===== src/rtl/if_fetch_tx_pkg.sv =====
// Shared constants and state encoding for the fetch-side transmitter.
// Holds reset PC, prediction tag width, FSM states and packet alignment.
package if_fetch_tx_pkg;

  localparam logic [31:0] RESET_PC = 32'hBFC0_0000;
  localparam int          PTAB_W   = 5;
  localparam logic [3:0]  PKT_OFS  = 4'b0000;

  typedef enum logic [1:0] {
    S_REQ,
    S_WAIT,
    S_HOLD,
    S_POST
  } fetch_st_e;

endpackage


===== src/rtl/if_next_pc.sv =====
// Next fetch PC selector: sequential line, predicted target, or delay slot.
// In: current line, latched prediction, pending delay slot; out: npc, set_dslot.
module if_next_pc
  import if_fetch_tx_pkg::*;
(
  input  logic [27:0] pc_line,
  input  logic        pred,
  input  logic [31:0] bpc,
  input  logic [31:0] tgt,
  input  logic        dslot,
  input  logic [31:0] dtgt,
  output logic [31:0] npc,
  output logic        set_dslot
);

  logic in_w3;
  logic sel_ds;
  logic sel_w3;
  logic sel_tgt;

  assign in_w3   = (bpc[3:2] == 2'b11);
  assign sel_ds  = dslot;
  assign sel_w3  = !dslot && pred && in_w3;
  assign sel_tgt = !dslot && pred && !in_w3;

  always_comb begin
    npc       = {pc_line + 28'd1, PKT_OFS};
    set_dslot = 1'b0;
    unique case (1'b1)
      sel_ds:  npc = dtgt;
      // Slot lives in the next line; fetch it alone, target later.
      sel_w3: begin
        npc       = bpc + 32'd4;
        set_dslot = 1'b1;
      end
      sel_tgt: npc = tgt;
      default: ;
    endcase
  end

endmodule


===== src/rtl/if_fetch_tx.sv =====
// Fetch PC owner: issues 16-byte fetches, tags predictions, feeds the IB.
// Ports: clk/rst_, flush, mem_* request/response, bp_* hints, icache_ib_* out.
module if_fetch_tx #(
  parameter logic [31:0] RESET_PC = if_fetch_tx_pkg::RESET_PC,
  parameter int          PTAB_W   = if_fetch_tx_pkg::PTAB_W
) (
  input  logic              clk,
  input  logic              rst_,
  input  logic              flush,
  input  logic [31:0]       flush_pc,
  output logic              mem_req,
  output logic [31:0]       mem_addr,
  input  logic              mem_addr_ok,
  input  logic              mem_data_ok,
  input  logic [127:0]      mem_rdata,
  input  logic              bp_hit,
  input  logic [31:0]       bp_branch_pc,
  input  logic [31:0]       bp_target,
  input  logic [PTAB_W-2:0] bp_idx,
  output logic [127:0]      icache_ib_insn,
  output logic [31:0]       icache_ib_pc,
  output logic [PTAB_W-1:0] icache_ib_ptab_addr,
  output logic [31:0]       icache_ib_branch_pc,
  output logic              icache_ib_delot_en,
  output logic              icache_valid_ns,
  input  logic              ib_allin
);

  import if_fetch_tx_pkg::*;

  fetch_st_e         state;
  fetch_st_e         state_n;
  logic [31:0]       pc;
  logic              discard;
  logic              discard_n;
  logic              dslot_pend;
  logic [31:0]       dtgt;
  logic              pv_q;
  logic [31:0]       bpc_q;
  logic [31:0]       tgt_q;
  logic [PTAB_W-2:0] idx_q;
  logic [31:0]       npc;
  logic              set_ds;
  logic              pred_ok;
  logic              accept;
  logic              load;
  logic              hand;

  assign pred_ok = bp_hit
                && (bp_branch_pc[31:4] == pc[31:4])
                && (bp_branch_pc >= pc);

  assign mem_req  = (state == S_REQ) && !discard && !rst_;
  assign mem_addr = {pc[31:4], PKT_OFS};
  assign icache_valid_ns = (state == S_HOLD);

  assign accept = mem_req && mem_addr_ok;
  assign load   = (state == S_WAIT) && mem_data_ok && !flush;
  assign hand   = (state == S_HOLD) && ib_allin && !flush;

  if_next_pc u_next_pc (
    .pc_line   (pc[31:4]),
    .pred      (pv_q),
    .bpc       (bpc_q),
    .tgt       (tgt_q),
    .dslot     (dslot_pend),
    .dtgt      (dtgt),
    .npc       (npc),
    .set_dslot (set_ds)
  );

  always_comb begin
    state_n   = state;
    discard_n = discard;
    unique case (state)
      S_REQ:  if (accept) state_n = S_WAIT;
      S_WAIT: if (mem_data_ok) state_n = S_HOLD;
      S_HOLD: if (ib_allin) state_n = S_POST;
      S_POST: state_n = S_REQ;
      default: state_n = S_REQ;
    endcase
    if (discard && mem_data_ok) discard_n = 1'b0;
    // A request still in flight must have its data swallowed.
    if (flush) begin
      state_n = S_REQ;
      if (((state == S_WAIT) && !mem_data_ok) || accept)
        discard_n = 1'b1;
    end
  end

  always_ff @(posedge clk or posedge rst_) begin
    if (rst_) begin
      state               <= S_REQ;
      pc                  <= RESET_PC;
      discard             <= 1'b0;
      dslot_pend          <= 1'b0;
      dtgt                <= '0;
      pv_q                <= 1'b0;
      bpc_q               <= '0;
      tgt_q               <= '0;
      idx_q               <= '0;
      icache_ib_insn      <= '0;
      icache_ib_pc        <= '0;
      icache_ib_ptab_addr <= '0;
      icache_ib_branch_pc <= '0;
      icache_ib_delot_en  <= 1'b0;
    end else begin
      state   <= state_n;
      discard <= discard_n;
      if (accept) begin
        pv_q  <= pred_ok;
        bpc_q <= bp_branch_pc;
        tgt_q <= bp_target;
        idx_q <= bp_idx;
      end
      if (load) begin
        icache_ib_insn     <= mem_rdata;
        icache_ib_pc       <= pc;
        icache_ib_delot_en <= dslot_pend;
        // Delay-slot packets never carry a prediction tag.
        icache_ib_ptab_addr <= (pv_q && !dslot_pend) ?
                               {1'b1, idx_q} : '0;
        icache_ib_branch_pc <= (pv_q && !dslot_pend) ?
                               bpc_q : '0;
      end
      if (flush) begin
        pc         <= flush_pc;
        dslot_pend <= 1'b0;
      end else if (hand) begin
        pc         <= npc;
        dslot_pend <= set_ds;
        if (set_ds) dtgt <= tgt_q;
      end
    end
  end

endmodule


===== config.mk =====
export PLATFORM = sky130hd
export DESIGN_NAME = if_fetch_tx
export DESIGN_NICKNAME = d
export VERILOG_FILES = /design/src/rtl/if_fetch_tx_pkg.sv /design/src/rtl/if_next_pc.sv /design/src/rtl/if_fetch_tx.sv
export SDC_FILE = /design/constraint.sdc
export NUM_CORES = 1
export LEC_CHECK = 0
export CAP_MARGIN = 40
export CELL_PAD_IN_SITES_DETAIL_PLACEMENT = 0
export CELL_PAD_IN_SITES_GLOBAL_PLACEMENT = 1
export CORE_AREA = 5 5 214 216
export DETAILED_ROUTE_END_ITERATION = 10
export DIE_AREA = 0 0 219 221
export PLACE_DENSITY = 0.86
export SYNTH_ARGS = -nofsm -noshare
export SYNTH_HDL_FRONTEND = slang
export SYNTH_SLANG_ARGS = --single-unit

===== constraint.sdc =====
create_clock -name clk -period 26.7 [get_ports clk]
set_input_delay 8.01 -clock clk [delete_from_list [all_inputs] [get_ports clk]]
set_output_delay 8.01 -clock clk [all_outputs]
set_load 0.005 [all_outputs]

==> summary.md <==
| Metric | Value |
|---|---|
| Dpl cells | 2442 |
| Hold_buf cts | 0 |
| Hold depth | 2 |
| Reg2reg path depth | 8 |
| Max Fclk | 55.6 MHz |
| Largest net degree at the start of global routing | 110 |
| DRC viols | 0 |
| Relative slew slack | 38.4% |
| Final instance area | 0.0219 mm² |
| Worst Setup End Kind | output pin |
| Mapped Cells | 1483 |
| Outcome | complete, no violations |
| Number of global-route vias before repair | 13.0k |
| Final Critical Period | 18.00 ns |
| Filler Cells Inserted | 4069 |
| Max VDD drop | 0.0000767 V |
| Post-CTS setup buffers | 0 |
| Pint | 1410 µW |
| Clock sinks | 335 |
| Hold EP | icache_ib_branch_pc[11]$_DFFE_PP0P_ |
| Fin Setup TNS | 0 ns |
| Fin. Hold Viols | 0 |
| Worst Path Max Fanout | 109 |
| Ys flop type | dfrtp_1 |
| Switching pwr | 641 µW |
| RSZ-0062 raised after global routing | false |
| Pwr/cell area | 93.9 mW/mm² |
| Worst-Skew Late Latency | 0.55 ns |
| Final nets | 2162 |
| Root buffer cell | clkbuf_16 |
| Resized cells post-CTS | 0 |
| Logic pwr share | 32.7% |
| Final period utilization | 67.4% |
| Drt first pass iters | 5 |
| MaxCap Viol Count | 0 |
| Slew Limit Fails | 0 |
| Met3 wire length | 3550 µm |
| Pwr Total | 2060 µW |
| Vias/cell | 5.02 |
| Top-count cell post-synth | nand2_1 |
| # H-tree levels | 2 |
| Post-Layout Cell Count | 2513 |
| Remaining antenna violation count | 0 |
| Final WS setup | 8.70 ns |
| Num CTS Buffers | 38 |
| Async SR Flop Fraction | 100% |
| Clock power share | 26.5% |
| I/O pins | 467 |
| Register area | 0.00839 mm² |
| Slowest stage cell, crit path | inv_8 |
| Dpl hpwl | 41400 µm |
| HP Start | icache_ib_branch_pc[11]$_DFFE_PP0P_ |
| Die height | 221 µm |
| Via Count | 12.6k |
| Crit path cell chain | clkdlybuf4s50_1 > inv_8 > and3_1 > clkdlybuf4s50_1 |
| Clk buf depth | 3 |
| Routed wire length | 54700 µm |
| Syn Area/Cell | 10.5 µm² |
| Slew @ Worst Pin | 0.916 ns |
| DRT met1 WL | 23700 µm |
| Worst reg2reg path startpoint | bpc_q[2]$_DFFE_PP0P_ |
| Core box area | 0.0437 mm² |
| Worst-path clk slew | 0.06 ns |
| Area growth, synth to finish | 41.0% |
| Net Sw Frac | 31.2% |
| Setup-failing EPs final | 0 |
| Buffers on Ports | 462 |
| Total grt overflow | 0 |
| Routability cong. | 0.950 |
| Max Used Layer | met5 |
| Worst Hold Class | flop to flop |
| Reg power frac | 40.9% |
| Reg2reg end | pc[22]$_DFFE_PP1P_ |
| Place WS | 8.63 ns |
| First-pass GRT wire length | 82000 µm |
| CP max stage delay | 0.56 ns |
| Worst Skew | 0.0206 ns |
| Crit path DAT | 9.99 ns |
| Commonest cells post-synth | nand2_1 (349), dfrtp_1 (326), mux2_2 (162) |
| Cell mode on critical path | clkdlybuf4s50_1 |
| Rows | 77 |
| Synth cell types | 54 |
| Antenna violations before repair | 6 |
| Pleak | 0.00948 µW |
| Setup Crit Path Kind | primary input to output pin |
| Mapped cell area | 0.0155 mm² |
| Placed inst area | 0.0206 mm² |
| Initial Utilization | 35.5% |
| Top-area cell type share of the netlist area | 52.6% |
| Die footprint | 0.0484 mm² |
| CTS tree | yes |
| Chip width | 219 µm |
| Number of flops mapped to enable cells by yosys | 0 |
| Synth area leader | dfrtp_1 |
| Multi-input combinational cell area | 0.00642 mm² |
| Share of cells above drive strength 1 | 14.0% |
| Starting DRT DRC Count | 946 |
| Synth Register Bits | 335 |
| WL met2 | 25500 µm |
| Routed len/inst | 21.8 µm |
| Worst Path Required | 18.69 ns |
| CP Launch Type | primary input |
| Total GRT Usage | 22.0% |
| Reg2Reg Setup Slack | 23.62 ns |
| YS warnings | 0 |
| Sequential area share after synthesis | 54.1% |
| Area contributors post-synth | dfrtp_1 (53%), mux2_2 (12%), nand2_1 (8.4%) |
## logic make-up (layout without fill, tap and decap cells)
family / count (synthesis) / in the layout / synth area share, %
flip-flops: 335 / 335 / 54.1
AO/OA/AOI/OAI: 239 / 239 / 9.57
adder cells (fa/ha/maj): 37 / 37 / 2.98
AND/OR/NAND/NOR: 497 / 497 / 14.0
XOR/XNOR: 43 / 43 / 2.43
buffers and inverters: 163 / 595 / 4.75
other: 1 / 7 / 0.0242
multiplexers: 168 / 168 / 12.1
## metal layers
layer | vias up | track usage [%]
met4 | 4 | 7.84
li1 | 5870 | -
met5 | - | 0
met2 | 424 | 34.7
met3 | 99 | 4.47
met1 | 6228 | 30.3
## flip-flops by register name, summed over array words and instances, names as in the netlist
signal	cells
dtgt	32
state	2
idx_q	4
icache_ib_pc	32
pv_q	1
icache_ib_branch_pc	32
dslot_pend	1
bpc_q	32
discard	1
pc	32
icache_ib_delot_en	1
icache_ib_insn	128
tgt_q	32
icache_ib_ptab_addr	5
## power by group through the flow
| stage | registers (µW) | clock network (µW) | logic [µW] |
|---|---|---|---|
| 6_report | 840 | 544 | 672 |
| 5_1_grt | 865 | 576 | 730 |
| 3_3_place_gp | 835 | 0 | 663 |
| 3_5_place_dp | 845 | 0 | 679 |
| 2_1_floorplan | 809 | 0 | 283 |
| 4_1_cts | 838 | 557 | 683 |
## critical path: cells and delay by family
kind / cells / cell delay (ns)
buffers and inverters: 3 / 1.58
and+or+nand+nor: 1 / 0.34
## stage by stage
stage	hold slack, ns	utilization, %
global route	0.494	50.0
floorplan	0.446	-
detailed placement	0.463	47.0
global placement	0.457	46.8
CTS	0.479	50.0
finish	0.479	50.1
## worst max path at each step
stage	from	to	slack, ns	cells after the start
after floorplan	rst_	mem_req	2.90	2
after global placement	rst_	mem_req	8.64	4
after detailed placement	rst_	mem_req	8.63	4
after CTS	rst_	mem_req	8.62	4
after global routing	rst_	mem_req	8.50	4
final	rst_	mem_req	8.70	4
## layout make-up
class                   count  share of cell area (%)
repair buffers            482                    22.2
well taps                 592                    3.38
flip-flops and latches    335                    38.3
clock buffers              56                    5.31
multi-input cells         988                    29.3
inverters                  45                   0.806
diodes                      3                  0.0343
clock inverters            12                   0.663
## cells in the final DEF (no fill, tap or decap), types with 4 or more instances in the layout
cell             instances
a211oi_1                 5
a21o_1                   5
a21oi_1                 35
a221o_1                  6
a221oi_1                19
and2_1                   4
and3_1                   9
buf_4                   15
clkbuf_1                 7
clkbuf_16               41
clkbuf_8                 8
clkdlybuf4s50_1        461
clkinv_2                 6
conb_1                   4
dfrtp_1                326
dfstp_2                  9
ha_1                    37
inv_1                   44
mux2_2                 162
mux2i_1                  6
nand2_1                348
nand2b_1                11
nand3_1                 29
nand4_1                 19
nor2_1                  27
nor2b_1                  6
nor3_1                  18
o211ai_1                12
o21a_1                   6
o21ai_0                116
o221ai_1                12
o311a_1                  4
o31ai_1                  5
or3_1                    4
xnor2_1                 34
xor2_1                   9
Power figures use the tool's default switching activity.
